==> src/rtl/vio_scan_chain.sv <==
`default_nettype none
// ============================================================================
// vio_scan_chain : JTAG-style virtual LED/SSD capture and switch/button drive
// Revision       : 1.0
// ============================================================================
module vio_scan_chain #(
  parameter int              N_LED     = 36,
  parameter int              N_SSD     = 8,
  parameter int              N_SW      = 36,
  parameter int              N_BTN     = 20,
  parameter int              BTN_PULSE = 0,
  parameter logic [N_SW-1:0] SW_INIT   = '0
) (
  input  logic               CLOCK,
  input  logic               RESET,
  input  logic               JTCK,
  input  logic               JTMS,
  input  logic               JTDI,
  output logic               JTDO,
  input  logic [N_LED-1:0]   iLED,
  input  logic [8*N_SSD-1:0] iSSLED,
  output logic [N_SW-1:0]    oSW,
  output logic [N_BTN-1:0]   oBTN,
  output logic               oUPDATE
);

  localparam int c_LEN     = N_LED + 8*N_SSD + N_SW + N_BTN;
  localparam int c_SW_LSB  = N_LED + 8*N_SSD;
  localparam int c_BTN_LSB = c_SW_LSB + N_SW;

  localparam logic [2:0] c_ST_TLR     = 3'd0;
  localparam logic [2:0] c_ST_IDLE    = 3'd1;
  localparam logic [2:0] c_ST_CAPTURE = 3'd2;
  localparam logic [2:0] c_ST_SHIFT   = 3'd3;
  localparam logic [2:0] c_ST_UPDATE  = 3'd4;

  // jtck_q[2] is the edge-detect flop behind the two synchronizer stages
  logic [2:0]       jtck_q;
  logic [1:0]       jtms_q;
  logic [1:0]       jtdi_q;
  logic [2:0]       state_q,   state_d;
  logic [2:0]       tms_cnt_q, tms_cnt_d;
  logic [c_LEN-1:0] sr_q,      sr_d;
  logic [N_SW-1:0]  sw_q,      sw_d;
  logic [N_BTN-1:0] btn_lvl_q, btn_lvl_d;
  logic             upd_q,     upd_d;
  logic             jtdo_q;

  logic w_rise;
  logic w_fall;
  logic w_tms;
  logic w_tdi;

  assign w_rise = jtck_q[1] & ~jtck_q[2];
  assign w_fall = ~jtck_q[1] & jtck_q[2];
  assign w_tms  = jtms_q[1];
  assign w_tdi  = jtdi_q[1];

  always_comb begin
    state_d   = state_q;
    tms_cnt_d = tms_cnt_q;
    sr_d      = sr_q;
    sw_d      = sw_q;
    btn_lvl_d = btn_lvl_q;
    upd_d     = 1'b0;
    if (w_rise) begin
      case (state_q)
        c_ST_TLR:     if (!w_tms) state_d = c_ST_IDLE;
        c_ST_IDLE:    if (w_tms)  state_d = c_ST_CAPTURE;
        c_ST_CAPTURE: begin
          sr_d    = {btn_lvl_q, sw_q, iSSLED, iLED};
          state_d = w_tms ? c_ST_UPDATE : c_ST_SHIFT;
        end
        c_ST_SHIFT: begin
          sr_d = {w_tdi, sr_q[c_LEN-1:1]};
          if (w_tms) state_d = c_ST_UPDATE;
        end
        c_ST_UPDATE:  state_d = w_tms ? c_ST_CAPTURE : c_ST_IDLE;
        default:      state_d = c_ST_TLR;
      endcase

      // Fifth consecutive TMS-high rise wins over every other transition
      if (w_tms) begin
        if (tms_cnt_q != 3'd5) tms_cnt_d = tms_cnt_q + 3'd1;
        if (tms_cnt_q >= 3'd4) state_d = c_ST_TLR;
      end else begin
        tms_cnt_d = 3'd0;
      end

      // Update loads the post-shift value so the final TDI bit lands in place
      if (state_d == c_ST_TLR) begin
        sw_d      = SW_INIT;
        btn_lvl_d = '0;
      end else if (state_d == c_ST_UPDATE) begin
        sw_d      = sr_d[c_SW_LSB +: N_SW];
        btn_lvl_d = sr_d[c_BTN_LSB +: N_BTN];
        upd_d     = 1'b1;
      end
    end
  end

  always_ff @(posedge CLOCK or posedge RESET) begin
    if (RESET) begin
      jtck_q    <= '0;
      jtms_q    <= '0;
      jtdi_q    <= '0;
      state_q   <= c_ST_TLR;
      tms_cnt_q <= '0;
      sr_q      <= '0;
      sw_q      <= SW_INIT;
      btn_lvl_q <= '0;
      upd_q     <= 1'b0;
      jtdo_q    <= 1'b0;
    end else begin
      jtck_q    <= {jtck_q[1:0], JTCK};
      jtms_q    <= {jtms_q[0], JTMS};
      jtdi_q    <= {jtdi_q[0], JTDI};
      state_q   <= state_d;
      tms_cnt_q <= tms_cnt_d;
      sr_q      <= sr_d;
      sw_q      <= sw_d;
      btn_lvl_q <= btn_lvl_d;
      upd_q     <= upd_d;
      if (w_fall) jtdo_q <= sr_q[0];
    end
  end

  generate
    if (BTN_PULSE != 0) begin : g_btn_pulse
      logic [N_BTN-1:0] btn_prev_q;
      always_ff @(posedge CLOCK or posedge RESET) begin
        if (RESET) btn_prev_q <= '0;
        else       btn_prev_q <= btn_lvl_q;
      end
      assign oBTN = btn_lvl_q & ~btn_prev_q;
    end else begin : g_btn_level
      assign oBTN = btn_lvl_q;
    end
  endgenerate

  assign oSW     = sw_q;
  assign oUPDATE = upd_q;
  assign JTDO    = jtdo_q;

endmodule
`default_nettype wire

==> config.mk <==
export PLATFORM = sky130hd
export DESIGN_NAME = vio_scan_chain
export DESIGN_NICKNAME = d
export VERILOG_FILES = /design/src/rtl/vio_scan_chain.sv
export SDC_FILE = /design/constraint.sdc
export NUM_CORES = 1
export LEC_CHECK = 0
export ABC_AREA = 1
export CAP_MARGIN = 20
export CORE_AREA = 2 2 127 222
export DETAILED_ROUTE_END_ITERATION = 10
export DIE_AREA = 0 0 129 224
export GPL_TIMING_DRIVEN = 0
export HOLD_SLACK_MARGIN = 0.15
export PLACE_DENSITY = 0.71
export RECOVER_POWER = 100
export SETUP_SLACK_MARGIN = 0.1
export SYNTH_ARGS = -nofsm -noshare
export SYNTH_HDL_FRONTEND = slang
export SYNTH_SLANG_ARGS = --single-unit
==> constraint.sdc <==
create_clock -name CLOCK -period 16.1 [get_ports CLOCK]
set_input_delay 1.61 -clock CLOCK [delete_from_list [all_inputs] [get_ports CLOCK]]
set_output_delay 1.61 -clock CLOCK [all_outputs]
set_load 0.1 [all_outputs]
==> metrics.md, run 1 <==
| Metric | Value |
|---|---|
| Leakage power | `6.61 nW` |
| RSZ-0062 raised after global routing | `false` |
| Layout area overhead | `26.6%` |
| Sw power | `523 uW` |
| PwrDens | `124 nW/um2` |
| Slowest-stage cell, CP | `clkinvlp_2` |
| Cts bufs inserted | `22` |
| Syn. warnings | `0` |
| Levels on crit path | `2` |
| Vias per Instance | `4.81` |
| CP Capture Type | `asynchronous set/reset pin` |
| Setup_tns | `0 ns` |
| Largest net degree at the start of global routing | `122` |
| Max clock buf depth | `3` |
| PostCTS Resize Cnt | `0` |
| Post-synthesis sequential area ratio | `53.2%` |
| Final layout net count | `1718` |
| Net Sw Frac | `31.3%` |
| Share of cells above drive strength 1 | `4.49%` |
| Starting Density | `39.3%` |
| Final number of setup-violating endpoints | `0` |
| GRT overflow | `0` |
| VDD IR max | `98.2 uV` |
| GRT Overall Usage | `19.9%` |
| I/O pin total | `163` |
| Status | `finished, violations left` |
| Distinct cells, synth | `21` |
| Synth Net Count | `1531` |
| Clk pwr share | `32.8%` |
| Worst hold path type | `flip-flop to flip-flop` |
| Failing checks | `capacitance limit, slew limit` |
| Flop2flop setup slack | `13.23 ns` |
| First-pass GRT wire length | `46500 um` |
| Fin cells | `1994` |
| Port bufs | `162` |
| Core area | `27100 um2` |
| R2R Path End | `oSW[0]$_DFFE_PP0P_` |
| Clock latency on the worst-skew pair | `0.52 ns` |
| Antenna violations before repair | `0` |
| CTS Sinks | `227` |
| CP top delay family | `buffers and inverters` |
| GP Congestion | `0.823` |
| Vias | `9595` |
| Die height | `224 um` |
| Post-CTS Hold Buffers | `0` |
| Avg Cell Area, Syn | `7.50 um2` |
| Power share of the combinational group | `22.9%` |
| Number of global-route vias before repair | `9718` |
| Max-slew violation count | `122` |
| Fmax | `177 MHz` |
| Dpl cell area | `12800 um2` |
| Final Skew | `0.0177 ns` |
| Die area | `28900 um2` |
| Hold Crit Start | `jtdi_q[0]$_DFF_PP0_` |
| Drc violations | `0` |
| Final Instance Area | `13500 um2` |
| Worst setup margin | `10.45 ns` |
| Post-DP HPWL | `20600 um` |
| Final Hold Vio Count | `0` |
| Fin crit period | `5.65 ns` |
| Crit Path Class | `primary input to asynchronous set/reset pin` |
| Routed WL per cell | `14.5 um` |
| Syn Inst Count | `1423` |
| Crit path capture | `oBTN[15]$_DFFE_PP0P_` |
| Post-synth top area share | `53.2%` |
| Placed cells | `1955` |
| Crit start category | `primary input` |
| Crit Path Max Fanout | `121` |
| Reg2Reg Depth | `7` |
| Drt pass-1 iters | `5` |
| Sequential Power Share | `44.3%` |
| FF+latch count, synth | `227` |
| Tightest Pin Transition | `5.45 ns` |
| Cell Chain, Critical Path | `dlygate4sd3_1, clkinvlp_2` |
| # rows | `80` |
| CP Data Arrival Time | `5.28 ns` |
| CTS tree | `built` |
| Antenna-violating nets left | `0` |
| Total of max-cap violations | `1` |
| Rel. slew slack | `-265%` |
| Worst Setup SP | `RESET` |
| Crit path largest cell delay | `3.04 ns` |
| N_diodes | `0` |
| WHS | `0.358 ns` |
| Most frequent cells in the layout | `nand2_1, dfrtp_1, o21ai_0, inv_1, clkdlybuf4s50_1` |
| Area leader, netlist | `dfrtp_1` |
| CTS root buf | `clkbuf_16` |
| Clock-pin slew on the worst setup and hold paths | `0.06 ns` |
| Synth top area cells | `dfrtp_1, nand2_1, o21ai_0` |
| DRT Wirelength | `29000 um` |
| Fin crit share | `35.1%` |
| Final Core Density | `49.8%` |
| Die width | `129 um` |
| WP buf/inv | `2` |
| Setup Buffers After CTS | `0` |
| Synthesized area | `10700 um2` |
| Most common library cell in the layout ignoring fill and taps | `nand2_1` |
| # H-tree levels | `1` |
| Pwr Total | `1.67 mW` |
| Drt initial violations | `599` |
| Crit path required time | `15.74 ns` |
| Pint | `1.15 mW` |
| Origin of the critical flop-to-flop path | `jtck_q[2]$_DFF_PP0_` |
| Worst slack, placed | `12.78 ns` |
-- how the worst min path moves through the flow --
stage	endpoint	slack, ns	cells past startpoint
detailed placement	jtdi_q[1]$_DFF_PP0_	0.35	0
global route	jtck_q[1]$_DFF_PP0_	0.36	0
global placement	jtdi_q[1]$_DFF_PP0_	0.33	0
CTS	jtdi_q[1]$_DFF_PP0_	0.36	0
finish	jtdi_q[1]$_DFF_PP0_	0.36	0
floorplan	jtck_q[1]$_DFF_PP0_	0.33	0
-- cells by family (layout without fill, tap and decap cells) --
group | Yosys count | count (layout) | share of synthesized area [%]
compound gates | 209 | 209 | 9.86
simple gates | 787 | 787 | 28.5
xor+xnor | 1 | 1 | 0.0821
flops | 227 | 227 | 53.2
buf+inv | 196 | 398 | 7.94
fa+ha+maj | 3 | 3 | 0.352
-- worst register-to-register path, stage by stage (launching register included) --
cell and delay, ns:
dfrtp_1 0.39, nor2_1 0.49, inv_1 0.34, nor2_1 0.43, clkbuf_1 0.43, clkbuf_1 0.50
nand2_1 0.13, nand2_1 0.09
-- cell type report --
| cell class | count | area (um2) |
|---|---|---|
| Clock buffer | 34 | 687 |
| Fill cell | 2631 | 13600 |
| Buffer | 85 | 402 |
| Sequential cell | 227 | 5680 |
| Timing Repair Buffer | 163 | 1650 |
| Tap cell | 369 | 462 |
| Multi-Input combinational cell | 1000 | 4130 |
| Inverter | 111 | 418 |
| Clock inverter | 5 | 80.1 |
-- synthesized netlist by cell type --
cell / instances
buf_1: 4
inv_1: 107
a21oi_1: 3
buf_6: 1
o31ai_1: 1
dfrtp_1: 227
nor2_2: 5
nand3_1: 59
o21bai_1: 1
clkbuf_1: 31
inv_2: 4
buf_2: 32
ha_1: 3
buf_4: 17
nor2_1: 5
xnor2_1: 1
o21ai_0: 195
o21ai_1: 8
a31oi_1: 1
nand2_1: 716
nand2_2: 2
-- layer usage --
layer	track usage, %	up-vias	part of all wire [%]
li1	-	4763	-
met1	21.7	4526	39
met2	38.3	257	54
met3	2.79	49	4.7
met4	7.01	0	2.7
met5	0	-	0
-- state kept, by name, indices dropped and copies added (netlist names), 2 cells and up --
name / count
state_q: 3
jtms_q: 2
jtdi_q: 2
tms_cnt_q: 3
jtck_q: 3
sr_q: 156
oBTN: 20
oSW: 36
-- power groups by stage --
stage / sequential [mW] / clock [mW] / combinational, mW
after floorplan: 0.760 / 0 / 0.244
after global placement: 0.746 / 0 / 0.378
after detailed placement: 0.750 / 0 / 0.387
after CTS: 0.739 / 0.563 / 0.392
after global routing: 0.751 / 0.584 / 0.437
final: 0.740 / 0.549 / 0.383
No activity file was read; power rests on OpenSTA's default activity.
==> run 2: changes to the inputs <==
==> constraint.sdc (replaced) <==
create_clock -name CLOCK -period 5.27 [get_ports CLOCK]
set_input_delay 0.527 -clock CLOCK [delete_from_list [all_inputs] [get_ports CLOCK]]
set_output_delay 0.527 -clock CLOCK [all_outputs]
set_load 0.1 [all_outputs]
==> run 2 against run 1 <==
The flow still finishes with violations (capacitance limit, slew limit). Clock-buffer cell count down 2. Sequential share of layout area fell by 0.24 points. Via count stayed put. Combinational power grew to 3.1 times the previous value. Total power grew to 3.1 times the previous value. Critical endpoint is now oSW[10]$_DFFE_PP0P_. Worst hold slack worse by 0.0085 ns. Largest cell class unchanged. Routed wire length decreased by 0.64%. Critical path type unchanged. Non-clock buffer count increased by 5. Critical path depth grew 4. Cell count rose by 0.20%. Clock power grew to 3.0 times the previous value. Design area rose by 0.56%.
==> metrics.md, run 2 (synthesis results as in run 1) <==
| Metric | Value |
|---|---|
| Post-CTS Hold Buffers | `0 (unchanged)` |
| Crit start category | `primary input (unchanged)` |
| Crit path required time | `5.96 ns (was 15.74 ns)` |
| Final layout net count | `1723 (was 1718)` |
| Final number of setup-violating endpoints | `0 (unchanged)` |
| Seq. cell area | `5680 um2 (unchanged)` |
| Starting Density | `39.3% (unchanged)` |
| GRT Overall Usage | `19.8% (was 19.9%)` |
| Max-slew violation count | `75 (was 122)` |
| Drt initial violations | `442 (was 599)` |
| Placed cells | `1960 (was 1955)` |
| Multi-input logic area | `4140 um2 (was 4130 um2)` |
| Worst slack, placed | `2.94 ns (was 12.78 ns)` |
| Rel. slew slack | `-46.5% (was -265%)` |
| Antenna-violating nets left | `0 (unchanged)` |
| Final Skew | `0.0102 ns (was 0.0177 ns)` |
| Worst Setup SP | `RESET (unchanged)` |
| Fmax | `296 MHz` |
| GP Congestion | `0.861 (was 0.823)` |
| Port bufs | `162 (unchanged)` |
| Worst setup margin | `1.89 ns (was 10.45 ns)` |
| Clock latency on the worst-skew pair | `0.51 ns (was 0.52 ns)` |
| Number of global-route vias before repair | `9566 (was 9718)` |
| Vias | `9595 (unchanged)` |
| Most common library cell in the layout ignoring fill and taps | `nand2_1 (unchanged)` |
| First-pass GRT wire length | `46100 um (was 46500 um)` |
| Crit path largest cell delay | `1.62 ns (was 3.04 ns)` |
| CTS tree | `built (unchanged)` |
| Final Hold Vio Count | `0 (unchanged)` |
| Post-DP HPWL | `20900 um (was 20600 um)` |
| Crit Path Max Fanout | `42 (was 121)` |
| Failing checks | `capacitance limit, slew limit (unchanged)` |
| Core area | `27100 um2 (unchanged)` |
| CP top delay family | `buffers and inverters (unchanged)` |
| Max clock buf depth | `3 (unchanged)` |
| GRT overflow | `0 (unchanged)` |
| Die width | `129 um (unchanged)` |
| Fin cells | `1998 (was 1994)` |
| Worst hold path type | `flip-flop to flip-flop (unchanged)` |
| CP Capture Type | `asynchronous set/reset pin (unchanged)` |
| PwrDens | `376 nW/um2 (was 124 nW/um2)` |
| Cell Chain, Critical Path | `dlygate4sd3_1, clkinvlp_2, clkbuf_1, buf_12, buf_12, buf_12 (was dlygate4sd3_1, clkinvlp_2)` |
| Largest Register | `sr_q (unchanged)` |
| R2R Path End | `sr_q[37]$_DFFE_PP0P_ (was oSW[0]$_DFFE_PP0P_)` |
| Cts bufs inserted | `22 (unchanged)` |
| Drt pass-1 iters | `5 (unchanged)` |
| Setup Buffers After CTS | `0 (unchanged)` |
| I/O pin total | `163 (unchanged)` |
| Fillers | `2602 (was 2631)` |
| Vias per Instance | `4.80 (was 4.81)` |
| Most frequent cells in the layout | `nand2_1, dfrtp_1, o21ai_0, inv_1, clkdlybuf4s50_1 (unchanged)` |
| Most frequent CP cell | `buf_12` |
| Fin crit period | `3.38 ns` |
| Largest net degree at the start of global routing | `43 (was 122)` |
| Share of cells above drive strength 1 | `5.52% (was 4.49%)` |
| # rows | `80 (unchanged)` |
| Levels on crit path | `6 (was 2)` |
| Tightest Pin Transition | `2.20 ns (was 5.45 ns)` |
| VDD IR max | `304 uV (was 98.2 uV)` |
| N_diodes | `0 (unchanged)` |
| Largest register FFs | `156 (unchanged)` |
| CTS Sinks | `227 (unchanged)` |
| Drc violations | `0 (unchanged)` |
| Slowest-stage cell, CP | `clkbuf_1 (was clkinvlp_2)` |
| WHS | `0.350 ns (was 0.358 ns)` |
| WP buf/inv | `6 (was 2)` |
| Fin crit share | `64.1%` |
| Leakage power | `6.69 nW (was 6.61 nW)` |
| Flop2flop setup slack | `2.71 ns (was 13.23 ns)` |
| Die height | `224 um (unchanged)` |
| Total of max-cap violations | `2 (was 1)` |
| Reg2Reg Depth | `6 (was 7)` |
| Crit path capture | `oSW[10]$_DFFE_PP0P_ (was oBTN[15]$_DFFE_PP0P_)` |
| Antenna violations before repair | `0 (unchanged)` |
| Crit Path Class | `primary input to asynchronous set/reset pin (unchanged)` |
| Origin of the critical flop-to-flop path | `jtck_q[2]$_DFF_PP0_ (unchanged)` |
| CP Data Arrival Time | `4.07 ns (was 5.28 ns)` |
| Layout area overhead | `27.3% (was 26.6%)` |
| # H-tree levels | `1 (unchanged)` |
| CTS root buf | `clkbuf_16 (unchanged)` |
| Status | `finished, violations left (unchanged)` |
| RSZ-0062 raised after global routing | `false (unchanged)` |
| Routed WL per cell | `14.4 um (was 14.5 um)` |
| DRT Wirelength | `28800 um (was 29000 um)` |
| PostCTS Resize Cnt | `0 (unchanged)` |
| Clock-pin slew on the worst setup and hold paths | `0.07 ns (was 0.06 ns)` |
| Die area | `28900 um2 (unchanged)` |
-- run 2: changes by cell type in the layout (fill, tap and decap cells not counted), moves of 2 or more --
cell | before | now
clkbuf_1 | 57 | 47
buf_2 | 15 | 24
buf_12 | 0 | 4
clkinv_2 | 1 | 3
clkinvlp_4 | 2 | 0
-- run 2: routing by layer --
layer	wire length, um	global-route usage, %	part of all wire, %
met1	11100	21.7	39
met2	15600	38.3	54
met3	1200	2.41	4.2
met4	816	7.36	2.8
met5	0	0	0
-- run 2: final cells by class --
class,count,share of cell area (%)
sequential,227,41.8
multi-input combinational,1000,30.5
timing repair buffer,168,12.6
clock buffer,32,5.00
tap,369,3.40
inverter,111,3.08
buffer,85,3.07
clock inverter,6,0.617
-- run 2: worst min-delay path by stage --
stage,startpoint,to,slack (ns),cells after the start
final,jtms_q[0]$_DFF_PP0_,jtms_q[1]$_DFF_PP0_,0.35,0
after global routing,jtdi_q[0]$_DFF_PP0_,jtdi_q[1]$_DFF_PP0_,0.36,0
after CTS,jtms_q[0]$_DFF_PP0_,jtms_q[1]$_DFF_PP0_,0.35,0
after detailed placement,jtms_q[0]$_DFF_PP0_,jtms_q[1]$_DFF_PP0_,0.34,0
after global placement,jtdi_q[0]$_DFF_PP0_,jtdi_q[1]$_DFF_PP0_,0.33,0
after floorplan,jtck_q[0]$_DFF_PP0_,jtck_q[1]$_DFF_PP0_,0.33,0
-- run 2: through the flow --
step           setup TNS [ns]  utilization (%)  cell area [um2]  total power [mW]
2_1_floorplan               0                -            10700              3.07
3_3_place_gp            -7.00             47.0            12800              3.44
3_5_place_dp                0             47.5            12900              3.48
4_1_cts                     0             50.3            13600              5.19
5_1_grt                     0             50.1            13600              5.41
6_report                    0             50.1            13600              5.11
-- run 2: power breakdown --
group | total, mW | internal [mW] | switching [mW] | leakage (nW)
clock network | 1.67 | 0.990 | 0.684 | 0.380
registers | 2.25 | 2.13 | 0.121 | 3.07
logic | 1.18 | 0.385 | 0.794 | 3.24
total | 5.11 | 3.51 | 1.60 | 6.69
-- run 2: worst register-to-register path: cells and delay by family (launching register included) --
| kind | cells | cell delay, ns |
|---|---|---|
| buf+inv | 3 | 1.24 |
| simple gates | 2 | 0.65 |
| flops | 1 | 0.39 |
| compound gates | 1 | 0.15 |
==> run 3: changes to the inputs <==
--- a/config.mk
+++ b/config.mk
@@ -12,7 +12,7 @@
 export DIE_AREA = 0 0 129 224
 export GPL_TIMING_DRIVEN = 0
 export HOLD_SLACK_MARGIN = 0.15
-export PLACE_DENSITY = 0.71
+export PLACE_DENSITY = 0.74
 export RECOVER_POWER = 100
 export SETUP_SLACK_MARGIN = 0.1
 export SYNTH_ARGS = -nofsm -noshare
==> constraint.sdc (replaced) <==
create_clock -name CLOCK -period 2.98 [get_ports CLOCK]
set_input_delay 0.298 -clock CLOCK [delete_from_list [all_inputs] [get_ports CLOCK]]
set_output_delay 0.298 -clock CLOCK [all_outputs]
set_load 0.1 [all_outputs]
==> run 3 against run 2 <==
The run now ends clean. Combinational power rose by 78%. First-iteration DRC count grew 3.8%. Clock-buffer cell count grew 1. Via count is 0.18% higher.
==> metrics.md, run 3 (synthesis results as in run 1) <==
| Metric | Value |
|---|---|
| Reg2Reg Depth | `9 (was 6)` |
| Rel. slew slack | `27.7% (was -46.5%)` |
| Layout area overhead | `28.0% (was 27.3%)` |
| WP buf/inv | `1 (was 6)` |
| Core area | `27100 um2 (unchanged)` |
| Crit path largest cell delay | `1.27 ns (was 1.62 ns)` |
| Antenna-violating nets left | `0 (unchanged)` |
| CTS tree | `built (unchanged)` |
| I/O pin total | `163 (unchanged)` |
| Cts bufs inserted | `22 (unchanged)` |
| Drc violations | `0 (unchanged)` |
| CP Capture Type | `primary output (was asynchronous set/reset pin)` |
| Fin crit share | `82.3%` |
| Hold Path Stages | `1 (was 0)` |
| Largest register FFs | `156 (unchanged)` |
| Pwr Total | `9.15 mW (was 5.11 mW)` |
| # rows | `80 (unchanged)` |
| Fin crit period | `2.45 ns` |
| RSZ-0062 raised after global routing | `false (unchanged)` |
| Leakage power | `6.73 nW (was 6.69 nW)` |
| # H-tree levels | `1 (unchanged)` |
| CP top delay family | `buffers and inverters (unchanged)` |
| Post-DP HPWL | `20800 um (was 20900 um)` |
| GRT Overall Usage | `19.9% (was 19.8%)` |
| Worst hold path type | `primary input to flip-flop (was flip-flop to flip-flop)` |
| Worst slack, placed | `0.865 ns (was 2.94 ns)` |
| CTS root buf | `clkbuf_16 (unchanged)` |
| VDD IR max | `506 uV (was 304 uV)` |
| DRT Wirelength | `28800 um (about the same)` |
| Largest Register | `sr_q (unchanged)` |
| Max clock buf depth | `3 (unchanged)` |
| GP Congestion | `0.833 (was 0.861)` |
| Number of global-route vias before repair | `9625 (was 9566)` |
| Highest Signal Layer | `met4 (unchanged)` |
| Clock latency on the worst-skew pair | `0.51 ns (about the same)` |
| Die area | `28900 um2 (unchanged)` |
| Routed wl met2 | `15600 um (about the same)` |
| PwrDens | `670 nW/um2 (was 376 nW/um2)` |
| Share of cells above drive strength 1 | `5.89% (was 5.52%)` |
| Final Hold Vio Count | `0 (unchanged)` |
| Fillers | `2598 (was 2602)` |
| Dpl cell area | `12900 um2 (unchanged)` |
| Starting Density | `39.3% (unchanged)` |
| Final Skew | `0.00714 ns (was 0.0102 ns)` |
| Crit path required time | `2.68 ns (was 5.96 ns)` |
| Crit start category | `flip-flop (was primary input)` |
| Fmax | `408 MHz` |
| GRT overflow | `0 (unchanged)` |
| Crit Path Max Fanout | `3 (was 42)` |
| Most common library cell in the layout ignoring fill and taps | `nand2_1 (unchanged)` |
| Largest net degree at the start of global routing | `43 (unchanged)` |
| Port bufs | `162 (unchanged)` |
| Slowest-stage cell, CP | `dlygate4sd3_1 (was clkbuf_1)` |
| Drt initial violations | `459 (was 442)` |
| First-pass GRT wire length | `46400 um (was 46100 um)` |
| Final Instance Area | `13700 um2 (was 13600 um2)` |
| Final layout net count | `1724 (was 1723)` |
| Final number of setup-violating endpoints | `0 (unchanged)` |
| Most frequent cells in the layout | `nand2_1, dfrtp_1, o21ai_0, inv_1, clkdlybuf4s50_1 (unchanged)` |
| Die width | `129 um (unchanged)` |
| Met1 wire length | `11100 um (about the same)` |
| Max-slew violation count | `0 (was 75)` |
| Clock-pin slew on the worst setup and hold paths | `0.07 ns (about the same)` |
| Drt pass-1 iters | `5 (unchanged)` |
| Antenna violations before repair | `0 (unchanged)` |
| Crit Path Class | `flip-flop to primary output (was primary input to asynchronous set/reset pin)` |
| Cell Chain, Critical Path | `dlygate4sd3_1 (was dlygate4sd3_1, clkinvlp_2, clkbuf_1, buf_12, buf_12, buf_12)` |
| CTS Sinks | `227 (unchanged)` |
| N_diodes | `0 (unchanged)` |
| CP Data Arrival Time | `2.16 ns (was 4.07 ns)` |
| Metal3 WL | `1370 um (was 1200 um)` |
| Routed WL per cell | `14.4 um (about the same)` |
| Status | `finished, final reports clean (was finished, violations left)` |
| Tightest Pin Transition | `1.08 ns (was 2.20 ns)` |
| Vias | `9612 (was 9595)` |
| Levels on crit path | `1 (was 6)` |
| Total of max-cap violations | `0 (was 2)` |
| Worst setup margin | `0.526 ns (was 1.89 ns)` |
| Die height | `224 um (unchanged)` |
| Final Core Density | `50.3% (was 50.1%)` |
| PostCTS Resize Cnt | `0 (unchanged)` |
| Vias per Instance | `4.81 (was 4.80)` |
| Setup Buffers After CTS | `0 (unchanged)` |
-- run 3: path summary, 6_finish.rpt --
| path | startpoint | endpoint | slack [ns] |
|---|---|---|---|
| max | oBTN[14]$_DFFE_PP0P_ | oBTN[14] | 0.53 |
| max in group asynchronous | RESET | sr_q[129]$_DFFE_PP0P_ | 0.72 |
| min | JTCK | jtck_q[0]$_DFF_PP0_ | 0.34 |
| max reg2reg | jtck_q[1]$_DFF_PP0_ | oBTN[6]$_DFFE_PP0P_ | 0.54 |
| min in group asynchronous | RESET | jtck_q[1]$_DFF_PP0_ | 0.93 |
| min reg2reg | jtms_q[0]$_DFF_PP0_ | jtms_q[1]$_DFF_PP0_ | 0.35 |
-- run 3: per-stage QoR --
step / hold slack [ns] / TNS (ns) / std cells
floorplan: 0.329 / -64.47 / 1423
global placement: 0.332 / -461.99 / 1954
detailed placement: 0.336 / 0 / 1960
CTS: 0.202 / 0 / 1999
global route: 0.327 / 0 / 1999
finish: 0.338 / 0 / 1999
-- run 3: per-layer routing --
metal	GRT usage [%]	vias to the layer above
met2	38.8	268
met3	2.41	46
met1	22.0	4512
met4	6.31	0
li1	-	4786
met5	0	-
-- run 3: final cells by class --
| cell class | instances | area, um2 | area share (%) |
|---|---|---|---|
| Inverter | 111 | 418 | 3.06 |
| Sequential cell | 227 | 5680 | 41.6 |
| Buffer | 85 | 422 | 3.09 |
| Clock buffer | 33 | 693 | 5.08 |
| Clock inverter | 5 | 104 | 0.761 |
| Timing Repair Buffer | 169 | 1740 | 12.7 |
| Multi-Input combinational cell | 1000 | 4140 | 30.3 |
| Tap cell | 369 | 462 | 3.38 |
-- run 3: worst register-to-register path: stages (launching register included) --
cell and delay [ns]:
dfrtp_1 0.36, inv_1 0.07, nor2_1 0.41, inv_1 0.32
a21oi_1 0.27, nand2_1 0.10, clkbuf_1 0.27, clkbuf_1 0.34
nand2_1 0.14, nand2_1 0.05
-- run 3: timing repair --
action,in CTS,in global routing
endpoints found under the hold margin,14,0
endpoints found under the setup margin,0,0
hold buffers,1,0
-- run 3: power by group --
group          leakage, nW  internal [mW]  switching [mW]  total, mW
clock                0.394           1.86            1.20       3.07
sequential            3.07           3.77           0.214       3.99
combinational         3.27          0.684            1.42       2.10
